File: config.mk
export PLATFORM = sky130hd
export DESIGN_NAME = exe_mem_pipe_flat
export DESIGN_NICKNAME = d
export VERILOG_FILES = /design/src/rtl/exe_mem_if.sv /design/src/rtl/exe_mem_pipe.sv /design/src/flat_wrapper.sv
export SDC_FILE = /design/constraint.sdc
export NUM_CORES = 1
export LEC_CHECK = 0
export CAP_MARGIN = 25
export CORE_MARGIN = 1
export CORE_UTILIZATION = 44
export DETAILED_ROUTE_END_ITERATION = 6
export GPL_TIMING_DRIVEN = 0
export PLACE_DENSITY = 0.95
export RECOVER_POWER = 50
export SLEW_MARGIN = 20
export SYNTH_ARGS = -nofsm -noshare
export SYNTH_HDL_FRONTEND = slang
export SYNTH_SLANG_ARGS = --single-unit
File: constraint.sdc
create_clock -name clk -period 12.2 [get_ports clk]
set_input_delay 2.44 -clock clk [delete_from_list [all_inputs] [get_ports clk]]
set_output_delay 2.44 -clock clk [all_outputs]
set_load 0.005 [all_outputs]
File: src/rtl/exe_mem_if.sv
// EXE->MEM boundary bundle: ID->EXE operands/control in, forwarding tap and
// registered MEM-stage fields out. The slave modport is the pipe itself.
interface exe_mem_if;
   logic [15:0] immediate_EXE;
   logic [15:0] valueA_EXE;
   logic [15:0] valueB_EXE;
   logic [15:0] PC_EXE;
   logic [2:0]  Rd_EXE;
   logic [10:0] EXE_signals;
   logic [15:0] AluResult_EXE;
   logic [15:0] AluResult_MEM;
   logic [15:0] valueB_MEM;
   logic [15:0] immediate_MEM;
   logic [15:0] PC_MEM;
   logic [2:0]  Rd_MEM;
   logic [7:0]  MEM_signals;

   modport master (
      output immediate_EXE, valueA_EXE, valueB_EXE, PC_EXE, Rd_EXE, EXE_signals,
      input  AluResult_EXE, AluResult_MEM, valueB_MEM, immediate_MEM, PC_MEM,
             Rd_MEM, MEM_signals
   );

   modport slave (
      input  immediate_EXE, valueA_EXE, valueB_EXE, PC_EXE, Rd_EXE, EXE_signals,
      output AluResult_EXE, AluResult_MEM, valueB_MEM, immediate_MEM, PC_MEM,
             Rd_MEM, MEM_signals
   );
endinterface

File: src/rtl/exe_mem_pipe.sv
// Execute-stage ALU plus EXE->MEM pipeline register of the 16-bit pipeline.
// Optional macro EXE_MEM_FLUSH_EN adds a synchronous flush that bubbles MEM_signals.
module exe_mem_pipe (
   input  logic      clk,
   input  logic      rst_n,
`ifdef EXE_MEM_FLUSH_EN
   input  logic      flush,
`endif
   exe_mem_if.slave  bus
);

   localparam logic [1:0] ALU_AND  = 2'b00;
   localparam logic [1:0] ALU_ADD  = 2'b01;
   localparam logic [1:0] ALU_SUB  = 2'b10;
   localparam logic [1:0] ALU_PASS = 2'b11;

   logic        w_alu_src;
   logic [1:0]  w_alu_op;
   logic [15:0] w_op2;
   logic [15:0] w_alu_result;
   logic [7:0]  w_mem_sig_next;

   logic [15:0] r_alu_result;
   logic [15:0] r_value_b;
   logic [15:0] r_immediate;
   logic [15:0] r_pc;
   logic [2:0]  r_rd;
   logic [7:0]  r_mem_signals;

   assign w_alu_src = bus.EXE_signals[10];
   assign w_alu_op  = bus.EXE_signals[9:8];

   // Operand select and ALU; carries and borrows fall off the 16-bit result.
   always_comb begin
      w_op2        = 16'h0000;
      w_alu_result = 16'h0000;
      if (w_alu_src) begin
         w_op2 = bus.immediate_EXE;
      end else begin
         w_op2 = bus.valueB_EXE;
      end
      case (w_alu_op)
         ALU_AND:  w_alu_result = bus.valueA_EXE & w_op2;
         ALU_ADD:  w_alu_result = bus.valueA_EXE + w_op2;
         ALU_SUB:  w_alu_result = bus.valueA_EXE - w_op2;
         ALU_PASS: w_alu_result = w_op2;
         default:  w_alu_result = 16'h0000;
      endcase
   end

   // Control word for the MEM slot; a flushed slot becomes a bubble.
   always_comb begin
      w_mem_sig_next = bus.EXE_signals[7:0];
`ifdef EXE_MEM_FLUSH_EN
      if (flush) begin
         w_mem_sig_next = 8'h00;
      end else begin
         w_mem_sig_next = bus.EXE_signals[7:0];
      end
`endif
   end

   // EXE->MEM register: loads every edge, cleared asynchronously by reset.
   always_ff @(posedge clk or negedge rst_n) begin
      if (!rst_n) begin
         r_alu_result  <= 16'h0000;
         r_value_b     <= 16'h0000;
         r_immediate   <= 16'h0000;
         r_pc          <= 16'h0000;
         r_rd          <= 3'b000;
         r_mem_signals <= 8'h00;
      end else begin
         r_alu_result  <= w_alu_result;
         r_value_b     <= bus.valueB_EXE;
         r_immediate   <= bus.immediate_EXE;
         r_pc          <= bus.PC_EXE;
         r_rd          <= bus.Rd_EXE;
         r_mem_signals <= w_mem_sig_next;
      end
   end

   assign bus.AluResult_EXE = w_alu_result;
   assign bus.AluResult_MEM = r_alu_result;
   assign bus.valueB_MEM    = r_value_b;
   assign bus.immediate_MEM = r_immediate;
   assign bus.PC_MEM        = r_pc;
   assign bus.Rd_MEM        = r_rd;
   assign bus.MEM_signals   = r_mem_signals;

endmodule

File: src/flat_wrapper.sv
// flat-port wrapper written by rule: the top's interface ports become plain ports
module exe_mem_pipe_flat 
  (clk, rst_n, bus_immediate_EXE, bus_valueA_EXE, bus_valueB_EXE, bus_PC_EXE, bus_Rd_EXE, bus_EXE_signals, bus_AluResult_EXE, bus_AluResult_MEM, bus_valueB_MEM, bus_immediate_MEM, bus_PC_MEM, bus_Rd_MEM, bus_MEM_signals);
  exe_mem_if bus_i ();
  input  logic clk;
  input  logic rst_n;
  input wire logic [$bits(bus_i.immediate_EXE)-1:0] bus_immediate_EXE;
  input wire logic [$bits(bus_i.valueA_EXE)-1:0] bus_valueA_EXE;
  input wire logic [$bits(bus_i.valueB_EXE)-1:0] bus_valueB_EXE;
  input wire logic [$bits(bus_i.PC_EXE)-1:0] bus_PC_EXE;
  input wire logic [$bits(bus_i.Rd_EXE)-1:0] bus_Rd_EXE;
  input wire logic [$bits(bus_i.EXE_signals)-1:0] bus_EXE_signals;
  output wire logic [$bits(bus_i.AluResult_EXE)-1:0] bus_AluResult_EXE;
  output wire logic [$bits(bus_i.AluResult_MEM)-1:0] bus_AluResult_MEM;
  output wire logic [$bits(bus_i.valueB_MEM)-1:0] bus_valueB_MEM;
  output wire logic [$bits(bus_i.immediate_MEM)-1:0] bus_immediate_MEM;
  output wire logic [$bits(bus_i.PC_MEM)-1:0] bus_PC_MEM;
  output wire logic [$bits(bus_i.Rd_MEM)-1:0] bus_Rd_MEM;
  output wire logic [$bits(bus_i.MEM_signals)-1:0] bus_MEM_signals;
  assign bus_i.immediate_EXE = bus_immediate_EXE;
  assign bus_i.valueA_EXE = bus_valueA_EXE;
  assign bus_i.valueB_EXE = bus_valueB_EXE;
  assign bus_i.PC_EXE = bus_PC_EXE;
  assign bus_i.Rd_EXE = bus_Rd_EXE;
  assign bus_i.EXE_signals = bus_EXE_signals;
  assign bus_AluResult_EXE = bus_i.AluResult_EXE;
  assign bus_AluResult_MEM = bus_i.AluResult_MEM;
  assign bus_valueB_MEM = bus_i.valueB_MEM;
  assign bus_immediate_MEM = bus_i.immediate_MEM;
  assign bus_PC_MEM = bus_i.PC_MEM;
  assign bus_Rd_MEM = bus_i.Rd_MEM;
  assign bus_MEM_signals = bus_i.MEM_signals;
  exe_mem_pipe u_core (.clk(clk), .rst_n(rst_n), .bus(bus_i));
endmodule
Word level (Yosys, flattened, before mapping)
Index checks and enable logic that the tools add are counted.
{"block": "classes", "bitwise_logic": 1, "mux": 2, "add_sub_neg": 2, "shifts": 0, "n_reduce_logical": 1, "multipliers": 0, "eq_ne": 3, "div": 0, "order_cmp": 0}
{"op": "$pmux W16 S4", "n": 1}
{"op": "$add A16 B16 Y16", "n": 1}
{"op": "$and A16 B16 Y16", "n": 1}
{"op": "$mux W16", "n": 1}
{"op": "$sub A16 B16 Y16", "n": 1}
{"op": "$eq A2 B2 Y1 const B", "n": 2}
{"op": "$eq A2 B1 Y1 const B", "n": 1}
{"op": "$logic_not A2 Y1", "n": 1}
{"block": "word_totals", "register_bits": 75, "mem_count": 0, "word_cells": 15, "latchBits": 0, "mem_bits_ro": 0, "out_inout_bits": 91, "ramBits": 0}

Logic depth before layout (Yosys ltp)
{"block": "logic_depth", "word_depth": 3, "ltp_mapped": 19}

Least setup slack after synthesis
OpenSTA, ideal clock, no wires.
{"block": "synth_path", "kind": "in2out", "from": "input port bus_EXE_signals[10]", "to": "output port bus_AluResult_EXE[15]", "arrival_ns": 5.858, "slack_ns": 3.902, "cell_stages": 17, "cell_sequence": "buf_6 -> buf_2 -> buf_2 -> mux2i_1 -> ha_1 -> o21ai_0 -> or2_2 -> and2_1 -> xnor2_1 -> ha_1 -> a21o_1 -> or3_1 -> o211a_1 -> nor3_2 -> o21ai_0 -> xnor2_1 -> o22ai_1"}
{"block": "synth_via", "elab_chain_cells": 3, "elab_cells_between_ends": 5, "cone_classes": "add/sub (2); mux (2); bitwise (1)"}
{"element": "start, declared", "line": "flat_wrapper.sv:12", "source": "input wire logic [$bits(bus_i.EXE_signals)-1:0] bus_EXE_signals;"}
{"element": "$mux W16 *", "line": "exe_mem_pipe.sv:37", "source": "if (w_alu_src) begin"}
{"element": "$sub A16 B16 Y16, or another cell as far along", "line": "exe_mem_pipe.sv:45", "source": "ALU_SUB: w_alu_result = bus.valueA_EXE - w_op2;"}
{"element": "$pmux W16 S4 *", "line": "exe_mem_pipe.sv:42", "source": "case (w_alu_op)"}
{"element": "end, declared", "line": "flat_wrapper.sv:13", "source": "output wire logic [$bits(bus_i.AluResult_EXE)-1:0] bus_AluResult_EXE;"}
Every way passes the cells marked *; elsewhere a longest branch is shown, timed or not.

Worst setup path after layout
Ends and elaborated chain as after synthesis.

==> summary.md <==
| Metric | Value |
|---|---|
| RSZ-0062 raised after global routing | no |
| Clock power share | 0.274 |
| Antenna Cells | 0 |
| Max Transition Viols Final | 63 |
| Final wirelength | 10.6 mm |
| Period utilisation layout | 0.828 |
| WL per Instance | 17.8 um |
| Sum Neg Setup Slack | 0 ns |
| Drt initial violations | 127 |
| Worst-path maximum fanout | 10 |
| Post-synth EDFFs | 0 |
| Fraction of registers with async set or reset after synthesis | 1.00 |
| Worst-margin pin slew | 3.14 ns |
| Reg power frac | 0.403 |
| Crit Path Class | in2out |
| Sw Pwr | 0.000200 W |
| Min-delay worst type | in2async |
| Max cap viols | 1 |
| Area grow syn2layout | 57.0% |
| TritonCTS buffer count | 9 |
| Clock transition at path regs | 0.08 ns |
| GRT Total Usage | 0.261 |
| CTS tree | yes |
| Port buffer count | 170 |
| Hold Slack | 2.19 ns |
| Clock sinks | 75 |
| Synth area leader | dfrtp_1 |
| Syn Nets | 412 |
| Startpoint types | primary input |
| Lkg Pwr | 2.39 nW |
| Tmin final | 10.10 ns |
| Met2 Usage GRT | 0.459 |
| GPL Wtd Cong | 0.911 |
| First-pass GRT wire length | 16.7 mm |
| Pre-antenna DRT Iters | 4 |
| Std-Cell Rows | 32 |
| Multi-input logic area | 1560 um2 |
| Most frequent cells after synthesis | dfrtp_1, a21oi_1, ha_1, nor2_1, xor2_1 |
| Internal | 0.000482 W |
| Worst setup EP type | primary output |
| Initial antenna violation count | 0 |
| Largest cells by area after synthesis | dfrtp_1, ha_1, a21oi_1, xor2_1, mux2i_1 |
| Syn Inst Count | 311 |
| Drt drc | 0 |
| Clock Tree Buf Depth | 2 |
| Starting Density | 0.457 |
| Switch share | 0.293 |
| Share of cells above drive strength 1 | 0.0584 |
| Failing checks | max-capacitance violations, max-slew violations |
| Synth Cell Area | 3530 um2 |
| CP required | 9.76 ns |
| Syn Area/Cell | 11.4 um2 |
| Combinational share of power | 0.323 |
| VDD IR max | 0.0620 mV |
| Flip-flop and latch count after synthesis | 75 |
| Die Area | 8390 um2 |
| Detailed-placement wirelength estimate | 8.42 mm |
| GRT overflow | 0 |
| Pwr dens | 123 nW/um2 |
| Nets@finish | 594 |
| CTS resizes | 0 |
| Fill cells | 538 |
| CTS H-tree lvls | 3 |
| Top-area cell type share of the netlist area | 0.531 |
| Final setup fails | 0 |
| Post-route ant nets | 0 |
| Largest net degree at the start of global routing | 63 |
| Postcts setup bufs | 0 |
| Vias | 3208 |
| Max transition margin | -1.10 |
| Total I/O pin count | 171 |
| Fin area | 5550 um2 |
| Final hold violations | 0 |
| Global routing usage on met3 | 0.0431 |
| Synth cell types | 52 |
| Placed Area | 5390 um2 |
| Post-CTS Hold Fix Bufs | 0 |
| Core footprint | 7730 um2 |
| Die height | 91.6 um |
| Syn. warnings | 0 |
| FF/Latch Area | 1880 um2 |
| Layer with the highest usage | met2 |
| CTS root buf | clkbuf_8 |
| CP arrival | 7.66 ns |
| Sequential area share after synthesis | 0.531 |
| Met1 Use GR | 0.313 |
| Max frequency | 0.0990 GHz |
| Vias/cell | 5.36 |
| Outcome | finished with violations |
| Top_reg_cell synth | dfrtp_1 |
| Most common cell in the netlist | dfrtp_1 |
| Die width | 91.6 um |
| Vias in the first global route | 3201 |
through the flow:
| step | total power (W) | util | setup WS, ns | instances |
|---|---|---|---|---|
| after floorplan | 0.000377 | - | 3.90 | 311 |
| after global placement | 0.000493 | 0.694 | 2.27 | 583 |
| final | 0.000682 | 0.718 | 2.10 | 599 |
| after global routing | 0.000715 | 0.718 | 1.73 | 599 |
| after detailed placement | 0.000501 | 0.697 | 2.24 | 584 |
| after CTS | 0.000688 | 0.722 | 2.16 | 599 |
power groups by stage:
stage | logic [W] | registers (W) | clock network [W]
5_1_grt | 0.000237 | 0.000277 | 0.000202
4_1_cts | 0.000223 | 0.000275 | 0.000190
6_report | 0.000220 | 0.000275 | 0.000187
3_3_place_gp | 0.000214 | 0.000279 | 0
3_5_place_dp | 0.000221 | 0.000280 | 0
2_1_floorplan | 0.0000947 | 0.000283 | 0
kinds of logic (layout without fill, tap and decap cells):
family	after synthesis	count (layout)	synth area share
compound gates	86	86	0.155
flops	75	75	0.531
simple gates	66	66	0.104
buf+inv	24	210	0.0283
xor+xnor	23	23	0.0570
fa+ha+maj	21	21	0.0765
mux	16	16	0.0475
worst max-delay path, cell delays in order:
cell and delay (ns):
clkdlybuf4s50_1 0.54, buf_6 0.17, buf_2 0.26, buf_2 0.34, mux2i_1 0.42, ha_1 0.25
o21ai_0 0.10, or2_2 0.31, nor2_1 0.25, a21oi_1 0.13, xor2_1 0.18, ha_1 0.29
clkbuf_1 0.29, nand4_1 0.14, a21oi_1 0.13, o211a_1 0.18, nor3_2 0.06, o21ai_0 0.24
xnor2_1 0.11, o22ai_1 0.25, clkdlybuf4s50_1 0.57
layout make-up:
class | count | share of cell area
clock buffers | 9 | 0.0223
flip-flops and latches | 75 | 0.338
plain buffers | 12 | 0.00992
inverters | 12 | 0.00812
clock inverters | 6 | 0.0117
well taps | 102 | 0.0230
repair buffers | 171 | 0.306
multi-input cells | 212 | 0.280
cell usage in the layout, fill, tap and decap left out, types with 13 or more instances in the layout:
| master | synthesis | layout |
|---|---|---|
| nand2_1 | 13 | 13 |
| nor2_1 | 17 | 17 |
| a21oi_1 | 25 | 25 |
| o22ai_1 | 13 | 13 |
| dlygate4sd3_1 | 0 | 45 |
| xor2_1 | 14 | 14 |
| clkdlybuf4s50_1 | 0 | 124 |
| dfrtp_1 | 75 | 75 |
| ha_1 | 20 | 20 |
state kept, by name (all words and copies together) (netlist names):
name	flops
u_core.bus.PC_MEM	16
u_core.bus.Rd_MEM	3
u_core.bus.AluResult_MEM	16
u_core.bus.MEM_signals	8
u_core.bus.immediate_MEM	16
u_core.bus.valueB_MEM	16
worst paths after layout:
| check | from | end | slack [ns] | cells past startpoint |
|---|---|---|---|---|
| worst max-delay path | bus_EXE_signals[10] | bus_AluResult_EXE[15] | 2.10 | 21 |
| worst min-delay path | rst_n | u_core.bus.AluResult_MEM[4] | 2.19 | 1 |
| max in group asynchronous | rst_n | u_core.bus.valueB_MEM[13] | 6.54 | 2 |
| min in group clk | bus_valueB_EXE[1] | u_core.bus.valueB_MEM[1] | 2.61 | 1 |
metal layers:
metal  wire length [um]  up-vias
met5                  0        -
met4                228        0
met3                677       17
met2               5530      162
met1               4210     1555
li1                   -     1474
(Power assumes the default switching activity.)
